$ cat config.mk
export PLATFORM = sky130hd
export DESIGN_NAME = mult_unit_flat
export DESIGN_NICKNAME = d
export VERILOG_FILES = /design/src/rtl/mult_unit_if.sv /design/src/rtl/mult_unit.sv /design/src/flat_wrapper.sv
export SDC_FILE = /design/constraint.sdc
export NUM_CORES = 1
export LEC_CHECK = 0
export CAP_MARGIN = 20
export CORE_MARGIN = 2
export CORE_UTILIZATION = 50
export CTS_CLUSTER_SIZE = 10
export DETAILED_ROUTE_END_ITERATION = 8
export PLACE_DENSITY = 0.8
export SLEW_MARGIN = 20
export SYNTH_ARGS = -nofsm -noshare
export SYNTH_HDL_FRONTEND = slang
export SYNTH_SLANG_ARGS = --single-unit
$ cat constraint.sdc
create_clock -name clk -period 6.3 [get_ports clk]
set_input_delay 1.89 -clock clk [delete_from_list [all_inputs] [get_ports clk]]
set_output_delay 1.89 -clock clk [all_outputs]
set_load 0.05 [all_outputs]
$ cat src/rtl/mult_unit_if.sv
// Request/response bundle between the execution stage and the HI/LO multiplier.
interface mult_unit_if #(
  parameter int DATA_W = 32
);
  logic              mult_start;
  logic [DATA_W-1:0] mult_opr1;
  logic [DATA_W-1:0] mult_opr2;
  logic              mult_unsigned;
  logic              hi_we;
  logic              lo_we;
  logic [DATA_W-1:0] hi_wdata;
  logic [DATA_W-1:0] lo_wdata;
  logic [DATA_W-1:0] hi;
  logic [DATA_W-1:0] lo;
  logic              busy;
  logic              done;

  modport master (
    output mult_start, mult_opr1, mult_opr2, mult_unsigned,
    output hi_we, lo_we, hi_wdata, lo_wdata,
    input  hi, lo, busy, done
  );

  modport slave (
    input  mult_start, mult_opr1, mult_opr2, mult_unsigned,
    input  hi_we, lo_we, hi_wdata, lo_wdata,
    output hi, lo, busy, done
  );
endinterface

$ cat src/rtl/mult_unit.sv
// Iterative radix-2 shift-add multiplier for MULT/MULTU owning the HI/LO registers.
// Signed operands are multiplied as magnitudes and the product sign is applied at the end.
module mult_unit #(
  parameter int DATA_W = 32
) (
  input  logic     clk,
  input  logic     rst_n,
  mult_unit_if.slave bus
);
  localparam int CNT_W  = $clog2(DATA_W) + 1;
  localparam int PROD_W = 2 * DATA_W;

  typedef enum logic [1:0] {
    IDLE = 2'd0,
    RUN  = 2'd1,
    FIX  = 2'd2
  } state_t;

  state_t              state_q, state_d;
  logic [CNT_W-1:0]    cnt_q;
  logic [PROD_W-1:0]   acc_q;
  logic [DATA_W-1:0]   hi_q, lo_q;
  logic                done_q;

  logic [DATA_W-1:0]   mcand_q, mplier_q;
  logic                uns_q, sign_q;

  logic                accept, step, fix, last_step;
  logic [PROD_W-1:0]   addend;
  logic [PROD_W-1:0]   product;

  // Magnitude of a two's complement value; the most negative value maps to itself as unsigned.
  function automatic logic [DATA_W-1:0] magnitude(input logic signed [DATA_W-1:0] x);
    logic [DATA_W-1:0] u;
    u = x;
    return (x < 0) ? (~u + DATA_W'(1)) : u;
  endfunction

  function automatic logic [PROD_W-1:0] apply_sign(input logic [PROD_W-1:0] p, input logic neg);
    return neg ? (~p + PROD_W'(1)) : p;
  endfunction

  always_comb begin
    state_d   = state_q;
    accept    = 1'b0;
    step      = 1'b0;
    fix       = 1'b0;
    last_step = (cnt_q == CNT_W'(DATA_W - 1));
    unique case (state_q)
      IDLE: begin
        if (bus.mult_start) begin
          accept  = 1'b1;
          state_d = RUN;
        end
      end
      RUN: begin
        step = 1'b1;
        if (last_step) state_d = FIX;
      end
      FIX: begin
        fix     = 1'b1;
        state_d = IDLE;
      end
      default: state_d = IDLE;
    endcase
  end

  assign addend  = mplier_q[cnt_q[CNT_W-2:0]] ? ({{DATA_W{1'b0}}, mcand_q} << cnt_q) : '0;
  assign product = apply_sign(acc_q, sign_q & ~uns_q);

  // Control state, accumulator and architectural HI/LO
  always_ff @(posedge clk or negedge rst_n) begin
    if (!rst_n) begin
      state_q <= IDLE;
      cnt_q   <= '0;
      acc_q   <= '0;
      hi_q    <= '0;
      lo_q    <= '0;
      done_q  <= 1'b0;
    end else begin
      state_q <= state_d;
      done_q  <= fix;
      if (accept) begin
        cnt_q <= '0;
        acc_q <= '0;
      end else if (step) begin
        cnt_q <= cnt_q + CNT_W'(1);
        acc_q <= acc_q + addend;
      end
      // A finishing product takes priority over a coincident MTHI/MTLO.
      if (fix) begin
        {hi_q, lo_q} <= product;
      end else begin
        if (bus.hi_we) hi_q <= bus.hi_wdata;
        if (bus.lo_we) lo_q <= bus.lo_wdata;
      end
    end
  end

  // Operand capture at the accepting edge
  always_ff @(posedge clk) begin
    if (accept) begin
      uns_q    <= bus.mult_unsigned;
      sign_q   <= bus.mult_opr1[DATA_W-1] ^ bus.mult_opr2[DATA_W-1];
      mcand_q  <= bus.mult_unsigned ? bus.mult_opr1 : magnitude(bus.mult_opr1);
      mplier_q <= bus.mult_unsigned ? bus.mult_opr2 : magnitude(bus.mult_opr2);
    end
  end

  assign bus.hi   = hi_q;
  assign bus.lo   = lo_q;
  assign bus.busy = (state_q != IDLE);
  assign bus.done = done_q;
endmodule
$ cat src/flat_wrapper.sv
// flat-port wrapper written by rule: the top's interface ports become plain ports
module mult_unit_flat 
#(
  parameter int DATA_W = 32
)
  (clk, rst_n, bus_mult_start, bus_mult_opr1, bus_mult_opr2, bus_mult_unsigned, bus_hi_we, bus_lo_we, bus_hi_wdata, bus_lo_wdata, bus_hi, bus_lo, bus_busy, bus_done);
  mult_unit_if #(.DATA_W(DATA_W)) bus_i ();
  input  logic clk;
  input  logic rst_n;
  input wire logic [$bits(bus_i.mult_start)-1:0] bus_mult_start;
  input wire logic [$bits(bus_i.mult_opr1)-1:0] bus_mult_opr1;
  input wire logic [$bits(bus_i.mult_opr2)-1:0] bus_mult_opr2;
  input wire logic [$bits(bus_i.mult_unsigned)-1:0] bus_mult_unsigned;
  input wire logic [$bits(bus_i.hi_we)-1:0] bus_hi_we;
  input wire logic [$bits(bus_i.lo_we)-1:0] bus_lo_we;
  input wire logic [$bits(bus_i.hi_wdata)-1:0] bus_hi_wdata;
  input wire logic [$bits(bus_i.lo_wdata)-1:0] bus_lo_wdata;
  output wire logic [$bits(bus_i.hi)-1:0] bus_hi;
  output wire logic [$bits(bus_i.lo)-1:0] bus_lo;
  output wire logic [$bits(bus_i.busy)-1:0] bus_busy;
  output wire logic [$bits(bus_i.done)-1:0] bus_done;
  assign bus_i.mult_start = bus_mult_start;
  assign bus_i.mult_opr1 = bus_mult_opr1;
  assign bus_i.mult_opr2 = bus_mult_opr2;
  assign bus_i.mult_unsigned = bus_mult_unsigned;
  assign bus_i.hi_we = bus_hi_we;
  assign bus_i.lo_we = bus_lo_we;
  assign bus_i.hi_wdata = bus_hi_wdata;
  assign bus_i.lo_wdata = bus_lo_wdata;
  assign bus_hi = bus_i.hi;
  assign bus_lo = bus_i.lo;
  assign bus_busy = bus_i.busy;
  assign bus_done = bus_i.done;
  mult_unit #(.DATA_W(DATA_W)) u_core (.clk(clk), .rst_n(rst_n), .bus(bus_i));
endmodule
==> impl_metrics.csv, run 1 <==
group,metric,value,unit
cts,post_cts_buffers,0,
setup_path,cp_max_fo,33,
hold_path,hold_path.class,"reg -> reg",
logic_synthesis,ys_warn_count,0,
finish,syn2layout_area_growth,18.9,%
placed_design,gp_congestion,1.02,
cts,ctsHoldBuffers,0,
cts,clk_path_buf_depth,3,
setup_path,path_cells,"buf_4, mux4_2, mux2_2, o21ai_0, nor2_1, ha_1, a211oi_1, nor3_1, o21a_1, o41ai_1, a21oi_1, a31oi_1, o21ai_1, a31oi_1, o21ai_1, xnor2_1, o21ai_1",
floorplan,fp.coreArea,32500,sq um
sta,setup_tns,0,ps
setup_path,cpMostUsedCell,"o21ai_1",
global_routing,grt_pass1_vias,14040,
route,vias_per_cell,5.97,
global_routing,grt_pass1_wl,75100,um
logic_synthesis,synthesis.area,16400,sq um
logic_synthesis,ys_seq_area_share,32.9,%
sta,fin_crit_sh,89.3,%
run,maxCapViolCount,0,
logic_synthesis,synth_nets,2111,
floorplan,die_w,185,um
route,wirelength,47800,um
cts,clk_pin_slew_worst_paths,60,ps
global_routing,grtUsageMet3,3.42,%
finish,drive_gt1_share,6.71,%
logic_synthesis,syn_area_per_cell,8.60,sq um
sta,slew_headroom,31.4,%
pwr,power.density,519,nW/um^2
finish,fin_util,60.2,%
cts,cts_root_buffer,"clkbuf_16",
setup_path,arrival,6020,ps
sta,report.final.slew_viol_count,0,
setup_path,crit_path_end_kind,"flop",
cts,cts_resized,0,
global_routing,overflow,0,
logic_synthesis,synth-edff-count,66,
floorplan,dieArea,34300,sq um
pwr,vdd_drop_max,257,uV
sta,worstMarginPinSlew,1020,ps
floorplan,die_h,185,um
setup_path,cp.required,6690,ps
setup_path,critPathKind,"reg -> reg",
cts,insertion_delay,540,ps
cts,htree_levels,1,
global_routing,grt_max_degree,79,
finish,antenna_cells,0,
route,vias,14995,
sta,fin_skew,13.0,ps
cts,cts_num_sinks,203,
logic_synthesis,synthCells,1909,
logic_synthesis,ys.flop_type,"dfrtp_1",
finish,fillers,2789,
logic_synthesis,async_reset_ff_share,67.5,%
cts,cts_tree,"done",
global_routing,grt.met1_usage,37.3,%
route,drc,0,
sta,setup_violations,0,
setup_path,cp_slowest_stage_delay,580,ps
logic_synthesis,yosys.cell_types.count,71,
floorplan,rows,66,
pwr,p_leak,7.82,nW
global_routing,grt-busiest-layer,"met2",
setup_path,worstSetupStartpointType,"flop",
route,drt_iter0_markers,1344,
sta,fmax,178,MHz
placed_design,dp.final_hpwl,37400,um
sta,fin_crit,5630,ps
route,wl_per_cell,19.0,um
logic_synthesis,ys_ff_latch,203,
global_routing,grt_usage,27.5,%
cts,numCtsBuffers,26,
sta,rsz0062_at_grt,"no",
setup_path,slowest_stage,"mux4_2",
floorplan,initial_core_util,50.6,%
placed_design,io_buffers,199,
outcome,outcome,"complete, no violations",
global_routing,use_met2,45.0,%
finish,nets,2258,
route,postRouteAntennaNets,0,
sta,finalHoldViolCount,0,
global_routing,antenna_found_initial,0,
route,drtPass1Iterations,6,
floorplan,io_pins,200,
sequential cells by signal (all words and copies together) (netlist names):
register         count
u_core.uns_q         1
u_core.bus.lo       32
u_core.sign_q        1
u_core.mplier_q     32
u_core.cnt_q         6
u_core.state_q       2
u_core.bus.done      1
u_core.mcand_q      32
u_core.bus.hi       32
u_core.acc_q        64
cell families (layout without fill, tap and decap cells):
logic type / after synthesis / count (layout) / share of synthesized area (%)
AOI/OAI and AO/OA: 524 / 524 / 19.2
and+or+nand+nor: 634 / 634 / 17.8
buffers and inverters: 147 / 308 / 3.45
DFF: 203 / 203 / 32.9
adders and majority gates: 68 / 68 / 5.23
muxes: 156 / 156 / 12.0
xor gates and xnor gates: 177 / 177 / 9.44
path summary, 6_finish.rpt:
path / from / endpoint / slack (ps) / cells past startpoint
worst min-delay path: u_core.acc_q[63] / u_core.acc_q[63] / 540 / 2
worst max-delay path: u_core.cnt_q[0] / u_core.acc_q[62] / 670 / 17
max in group asynchronous: rst_n / u_core.acc_q[49] / 3930 / 2
worst min register to register: u_core.acc_q[63] / u_core.acc_q[63] / 540 / 2
min in group asynchronous: rst_n / u_core.bus.lo[5] / 1330 / 1
worst max register to register: u_core.cnt_q[0] / u_core.acc_q[62] / 670 / 17
metal layers:
layer | routed length [um] | vias up | part of all wire, %
met2 | 21700 | 648 | 45
met5 | 0 | - | 0
li1 | - | 7218 | -
met3 | 3560 | 98 | 7.4
met1 | 20700 | 7031 | 43
met4 | 1820 | 0 | 3.8
worst max-delay path, delay by kind of cell (launching register included):
| kind | cells | cell delay (ps) |
|---|---|---|
| buffers and inverters | 1 | 490 |
| DFF | 1 | 550 |
| and+or+nand+nor | 2 | 220 |
| adders and majority gates | 1 | 390 |
| xor gates and xnor gates | 1 | 160 |
| muxes | 2 | 870 |
| AOI/OAI and AO/OA | 10 | 2810 |
cell usage in the layout (no fill, tap or decap), types with 26 or more instances in the layout:
cell / count
o21ai_0: 161
xor2_1: 89
clkbuf_16: 26
clkdlybuf4s50_1: 196
xnor2_1: 88
nand2_1: 194
nand3_1: 46
a21oi_1: 159
a21o_1: 26
ha_1: 67
inv_1: 38
mux4_2: 30
nor2_1: 197
nor3_1: 36
edfxtp_1: 66
o21ai_1: 26
dfrtp_1: 134
mux2i_1: 104
cell type report:
| class | count | area (sq um) | area share [%] |
|---|---|---|---|
| Sequential cell | 203 | 5410 | 27.7 |
| Tap cell | 442 | 553 | 2.83 |
| Multi-Input combinational cell | 1559 | 10500 | 53.6 |
| Timing Repair Buffer | 224 | 2180 | 11.2 |
| Clock buffer | 35 | 684 | 3.50 |
| Inverter | 42 | 159 | 0.814 |
| Clock inverter | 7 | 77.6 | 0.397 |
power by group:
part	total [mW]	internal (mW)	switching (mW)
clock network	1.35	0.796	0.553
registers	2.25	1.71	0.534
logic	6.54	2.62	3.92
synth_stat cells (11+ instances only):
master / n / share of area [%]
a211oi_1: 15 / 0.69
a21o_1: 26 / 1.2
a21oi_1: 159 / 4.8
a31oi_1: 17 / 0.65
and2_1: 19 / 0.72
and3_1: 13 / 0.50
buf_1: 12 / 0.27
clkbuf_1: 85 / 1.9
dfrtp_1: 137 / 21
edfxtp_1: 66 / 12
ha_1: 67 / 5.1
inv_1: 39 / 0.89
mux2_2: 22 / 1.5
mux2i_1: 104 / 6.3
mux4_2: 30 / 4.1
nand2_1: 194 / 4.4
nand2b_1: 20 / 0.76
nand3_1: 46 / 1.4
nand4_1: 15 / 0.57
nor2_1: 198 / 4.5
nor2b_1: 21 / 0.80
nor3_1: 36 / 1.1
nor4_1: 20 / 0.76
o21a_1: 11 / 0.50
o21ai_0: 161 / 4.9
o21ai_1: 26 / 0.79
o21bai_1: 16 / 0.73
o31ai_1: 20 / 0.91
or3_1: 22 / 0.84
xnor2_1: 88 / 4.7
xor2_1: 89 / 4.7
stage by stage:
stage | cells | worst slack, ps | cell area [sq um] | hold slack, ps | total power, mW
after floorplan | 1909 | 1030 | 16400 | 497 | 6.92
after global placement | 2470 | 811 | 18800 | 513 | 8.54
after detailed placement | 2470 | 743 | 18800 | 527 | 8.65
after CTS | 2512 | 692 | 19500 | 537 | 10.0
after global routing | 2512 | 290 | 19500 | 595 | 10.9
final | 2512 | 675 | 19500 | 536 | 10.1
Note: power is estimated with default switching activity, not from simulation.
==> inputs of run 2 (changes only) <==
--- a/config.mk
+++ b/config.mk
@@ -6,7 +6,7 @@
 export NUM_CORES = 1
 export LEC_CHECK = 0
 export CAP_MARGIN = 20
-export CORE_MARGIN = 2
+export CORE_MARGIN = 4
 export CORE_UTILIZATION = 50
 export CTS_CLUSTER_SIZE = 10
 export DETAILED_ROUTE_END_ITERATION = 8
==> impl_metrics.csv, run 2 (synthesis results as in run 1) <==
group,metric,value,unit
setup_path,arrival,6020,ps
finish,fin_util,60.1,%
placed_design,io_buffers,199,
outcome,outcome,"complete, no violations",
placed_design,gp_congestion,1.02,
route,drtPass1Iterations,5,
sta,worstMarginPinSlew,1000,ps
finish,finalNonFillerCells,2509,
setup_path,cp.required,6690,ps
cts,insertion_delay,540,ps
finish,regMostFlops,"u_core.acc_q",
sta,setup_violations,0,
sta,finalHoldViolCount,0,
sta,rsz0062_at_grt,"no",
route,drc,0,
cts,cts_tree,"done",
finish,drive_gt1_share,6.63,%
finish,largest_reg_flops,64,
setup_path,path_cells,"buf_4, buf_4, mux4_2, mux2_2, o21ai_0, mux2i_1, and2_1, ha_1, a21oi_1, o21ai_0, o21ba_2, o22ai_1, a21oi_1, a21bo_4, o311ai_4, a21boi_1, o21bai_1, xnor2_1, o21ai_1",
setup_path,worstSetupStartpointType,"flop",
pwr,vdd_drop_max,285,uV
floorplan,initial_core_util,50.6,%
floorplan,fp.coreArea,32500,sq um
floorplan,dieArea,35800,sq um
setup_path,reg2reg_depth,19,
cts,clk_path_buf_depth,3,
route,postRouteAntennaNets,0,
global_routing,antenna_found_initial,0,
sta,fin_crit_sh,89.4,%
run,maxCapViolCount,0,
route,wl_per_cell,19.1,um
sta,fin_crit,5630,ps
finish,nets,2259,
cts,post_cts_buffers,0,
global_routing,grt_pass1_vias,14340,
placed_design,post-place-cells,2472,
global_routing,grt_usage,25.7,%
sta,setup_tns,0,ps
cts,cts_resized,0,
global_routing,grt_max_degree,75,
hold_path,hold_path.class,"reg -> reg",
setup_path,slowest_stage,"mux4_2",
global_routing,overflow,0,
global_routing,grt_pass1_wl,76000,um
pwr,power.density,521,nW/um^2
cts,cts_root_buffer,"clkbuf_16",
setup_path,cp_slowest_stage_delay,540,ps
cts,clk_pin_slew_worst_paths,50,ps
sta,slew_headroom,32.7,%
pwr,p_leak,7.81,nW
floorplan,rows,66,
sta,fin_skew,18.5,ps
route,drt_iter0_markers,1203,
finish,syn2layout_area_growth,18.7,%
cts,cts_num_sinks,203,
finish,layout_commonest_cell,"nor2_1",
floorplan,die_w,189,um
sta,report.final.slew_viol_count,0,
setup_path,crit_path_end_kind,"flop",
placed_design,dp.final_hpwl,37500,um
sta,fmax,178,MHz
finish,final_cell_mix,"197 x nor2_1, 196 x clkdlybuf4s50_1, 194 x nand2_1, 161 x o21ai_0, 159 x a21oi_1",
floorplan,io_pins,200,
route,wirelength,47800,um
setup_path,r2r_setup_slack,670,ps
setup_path,cp_max_fo,35,
route,vias,14989,
cts,ctsHoldBuffers,0,
setup_path,critPathKind,"reg -> reg",
finish,antenna_cells,0,
finish,fillers,2793,
hold_path,holdPathStages,2,
route,vias_per_cell,5.97,
cts,numCtsBuffers,25,
floorplan,die_h,189,um
cts,htree_levels,1,
run 2: changes by cell type in the layout (fill, tap and decap cells not counted):
cell        delta
buf_4          +3
clkbuf_8       +1
nor2b_1        +1
inv_16         +1
clkbuf_16      -1
buf_12         -1
nor2b_2        -1
clkbuf_1       -2
clkinvlp_4     -1
clkinv_2       -2
clkinv_8       -1
run 2: path summary, 6_finish.rpt:
path                             startpoint                to
setup / recovery            u_core.cnt_q[0]  u_core.acc_q[59]
hold reg to reg            u_core.acc_q[63]  u_core.acc_q[63]
min in group asynchronous             rst_n  u_core.bus.lo[7]
hold / removal             u_core.acc_q[63]  u_core.acc_q[63]
max in group asynchronous             rst_n  u_core.acc_q[51]
setup reg to reg            u_core.cnt_q[0]  u_core.acc_q[59]
run 2: where the power goes:
group | total [mW] | leakage, nW | switching, mW | internal [mW]
clock | 1.31 | 0.356 | 0.536 | 0.775
combinational | 6.59 | 5.22 | 3.97 | 2.63
sequential | 2.26 | 2.23 | 0.547 | 1.71
total | 10.2 | 7.81 | 5.05 | 5.11
run 2: final cells by class:
type	count	area (sq um)	share of cell area, %
multi-input combinational	1559	10500	53.6
sequential	203	5410	27.8
timing repair buffer	226	2180	11.2
clock buffer	33	666	3.41
tap	442	553	2.84
inverter	42	159	0.815
clock inverter	4	63.8	0.327
run 2: metrics by stage:
stage          hold WS [ps]  power, mW  setup slack, ps  instance area (sq um)
2_1_floorplan           497       6.92             1030                  16400
3_3_place_gp            510       8.57              826                  18800
3_5_place_dp            521       8.69              756                  18800
4_1_cts                 527       10.0              718                  19500
5_1_grt                 544       10.9              295                  19500
6_report                529       10.2              669                  19500
run 2: per-layer routing:
layer | share of wire, % | vias to the layer above | GRT usage (%)
met5 | 0 | - | 0
met4 | 4.0 | 0 | 9.38
met3 | 8.5 | 107 | 3.28
met2 | 44 | 671 | 41.5
met1 | 43 | 7001 | 35.8
li1 | - | 7210 | -
run 2: critical path: cells and delay by family (launching register included):
| kind | cells | cell delay (ps) |
|---|---|---|
| mux | 3 | 1020 |
| fa+ha+maj | 1 | 380 |
| compound gates | 11 | 2350 |
| xor+xnor | 1 | 140 |
| simple gates | 1 | 230 |
| flops | 1 | 530 |
| buf+inv | 2 | 780 |
==> inputs of run 3 (changes only) <==
--- a/config.mk
+++ b/config.mk
@@ -6,6 +6,7 @@
 export NUM_CORES = 1
 export LEC_CHECK = 0
 export CAP_MARGIN = 20
+export CORE_ASPECT_RATIO = 0.75
 export CORE_MARGIN = 4
 export CORE_UTILIZATION = 50
 export CTS_CLUSTER_SIZE = 10
==> impl_metrics.csv, run 3 (synthesis results as in run 1) <==
group,metric,value,unit
setup_path,path_cells,"mux4_2, mux4_2, o21ai_1, or3_1, nor2_1, ha_1, nor2b_1, o211ai_1, a211oi_1, o2111ai_1, a21oi_1, a31oi_1, o21ai_1, a31oi_1, o21bai_1, xnor2_1, o21ai_1",
global_routing,grt_pass1_vias,14639,
route,wl_per_cell,20.6,um
cts,cts_resized,0,
route,drtPass1Iterations,5,
hold_path,holdPathStages,2,
route,postRouteAntennaNets,0,
finish,fillers,2838,
finish,final_cell_mix,"197 x nor2_1, 196 x clkdlybuf4s50_1, 194 x nand2_1, 161 x o21ai_0, 159 x a21oi_1",
finish,antenna_cells,0,
pwr,p_leak,7.80,nW
cts,htree_levels,1,
setup_path,critPathKind,"reg -> reg",
hold_path,hold_path.class,"reg -> reg",
cts,clk_path_buf_depth,3,
global_routing,antenna_found_initial,0,
route,drt_iter0_markers,1464,
finish,syn2layout_area_growth,18.6,%
setup_path,cp_max_fo,16,
setup_path,crit_path_start,"u_core.cnt_q[0]",
pwr,vdd_drop_max,262,uV
global_routing,grt_usage,28.0,%
finish,drive_gt1_share,6.48,%
setup_path,rr_startpoint,"u_core.cnt_q[0]",
finish,regMostFlops,"u_core.acc_q",
cts,clk_pin_slew_worst_paths,60,ps
setup_path,cp.required,6690,ps
setup_path,worstSetupStartpointType,"flop",
setup_path,slowest_stage,"a211oi_1",
placed_design,gp_congestion,1.04,
run,maxCapViolCount,0,
cts,post_cts_buffers,0,
floorplan,die_h,165,um
placed_design,io_buffers,199,
sta,fmax,171,MHz
sta,fin_skew,25.9,ps
placed_design,pre_cts_ws,667,ps
finish,multi_input_area,10500,sq um
sta,final.setup.worst_slack,438,ps
finish,regArea,5410,sq um
placed_design,dp.final_hpwl,40000,um
sta,fin_crit_sh,93.0,%
global_routing,grt_pass1_wl,80800,um
cts,cts_num_sinks,203,
cts,ctsHoldBuffers,0,
sta,fin_crit,5860,ps
sta,setup_violations,0,
sta,report.final.slew_viol_count,0,
setup_path,cp_slowest_stage_delay,620,ps
placed_design,placed_cell_area,18800,sq um
route,wirelength,51700,um
cts,cts_tree,"done",
sta,slew_headroom,32.0,%
global_routing,overflow,0,
floorplan,rows,57,
setup_path,crit_path_end_kind,"flop",
setup_path,r2r-end,"u_core.acc_q[60]",
floorplan,fp.coreArea,32400,sq um
pwr,power.density,522,nW/um^2
finish,fin_util,60.2,%
route,drc,0,
outcome,outcome,"complete, no violations",
floorplan,die_w,217,um
global_routing,grt_max_degree,69,
finish,nets,2259,
floorplan,io_pins,200,
setup_path,cpMostUsedCell,"o21ai_1",
cts,cts_root_buffer,"clkbuf_16",
sta,worstMarginPinSlew,1020,ps
sta,setup_tns,0,ps
floorplan,initial_core_util,50.7,%
setup_path,arrival,6250,ps
sta,finalHoldViolCount,0,
sta,rsz0062_at_grt,"no",
finish,layout_commonest_cell,"nor2_1",
floorplan,dieArea,35800,sq um
cts,numCtsBuffers,24,
route,vias_per_cell,6.10,
finish,postLayoutCellArea,19500,sq um
setup_path,crit_path_end,"u_core.acc_q[60]",
route,vias,15309,
finish,largest_reg_flops,64,
setup_path,r2r_setup_slack,440,ps
cts,insertion_delay,540,ps
setup_path,reg2reg_depth,17,
[run 3: changes by cell type in the layout (fill, tap and decap cells not counted)]
cell / previous run / this run
clkinv_2: 2 / 0
inv_6: 1 / 0
inv_16: 1 / 0
buf_6: 0 / 1
clkbuf_1: 7 / 10
clkbuf_8: 1 / 0
buf_12: 0 / 1
buf_4: 28 / 27
clkinv_1: 2 / 3
nor2b_1: 20 / 19
nor2b_2: 1 / 2
[run 3: worst min-delay path by stage]
stage	startpoint	to	slack (ps)
floorplan	u_core.acc_q[63]	u_core.acc_q[63]	500
global placement	u_core.acc_q[63]	u_core.acc_q[63]	520
detailed placement	u_core.acc_q[63]	u_core.acc_q[63]	530
CTS	u_core.acc_q[63]	u_core.acc_q[63]	540
global route	u_core.acc_q[63]	u_core.acc_q[63]	580
finish	u_core.acc_q[63]	u_core.acc_q[63]	540
[run 3: cell type report]
type	instances	share of cell area, %
multi-input cells	1559	53.7
flip-flops and latches	203	27.8
repair buffers	227	11.3
clock buffers	35	3.40
well taps	442	2.84
inverters	42	0.809
clock inverters	1	0.154
[run 3: power breakdown]
group	switching [mW]	internal (mW)
registers	0.514	1.71
clock network	0.541	0.758
logic	4.03	2.62
[run 3: critical path: cells and delay by family (launching register included)]
family	cells	cell delay, ps
simple gates	3	840
xor+xnor	1	140
compound gates	10	2570
flops	1	610
fa+ha+maj	1	380
mux	2	1160
[run 3: through the flow]
step	instances	hold slack [ps]	total power, mW
finish	2509	543	10.2
global route	2509	579	10.9
CTS	2509	537	10.0
detailed placement	2473	526	8.72
global placement	2473	517	8.64
floorplan	1909	497	6.92
[run 3: layer usage]
layer,part of all wire [%],track usage (%),up-vias
met5,0,0,-
met4,2.2,5.32,0
met3,8.0,5.15,91
met2,44,43.5,590
met1,46,41.4,7412
li1,-,-,7216
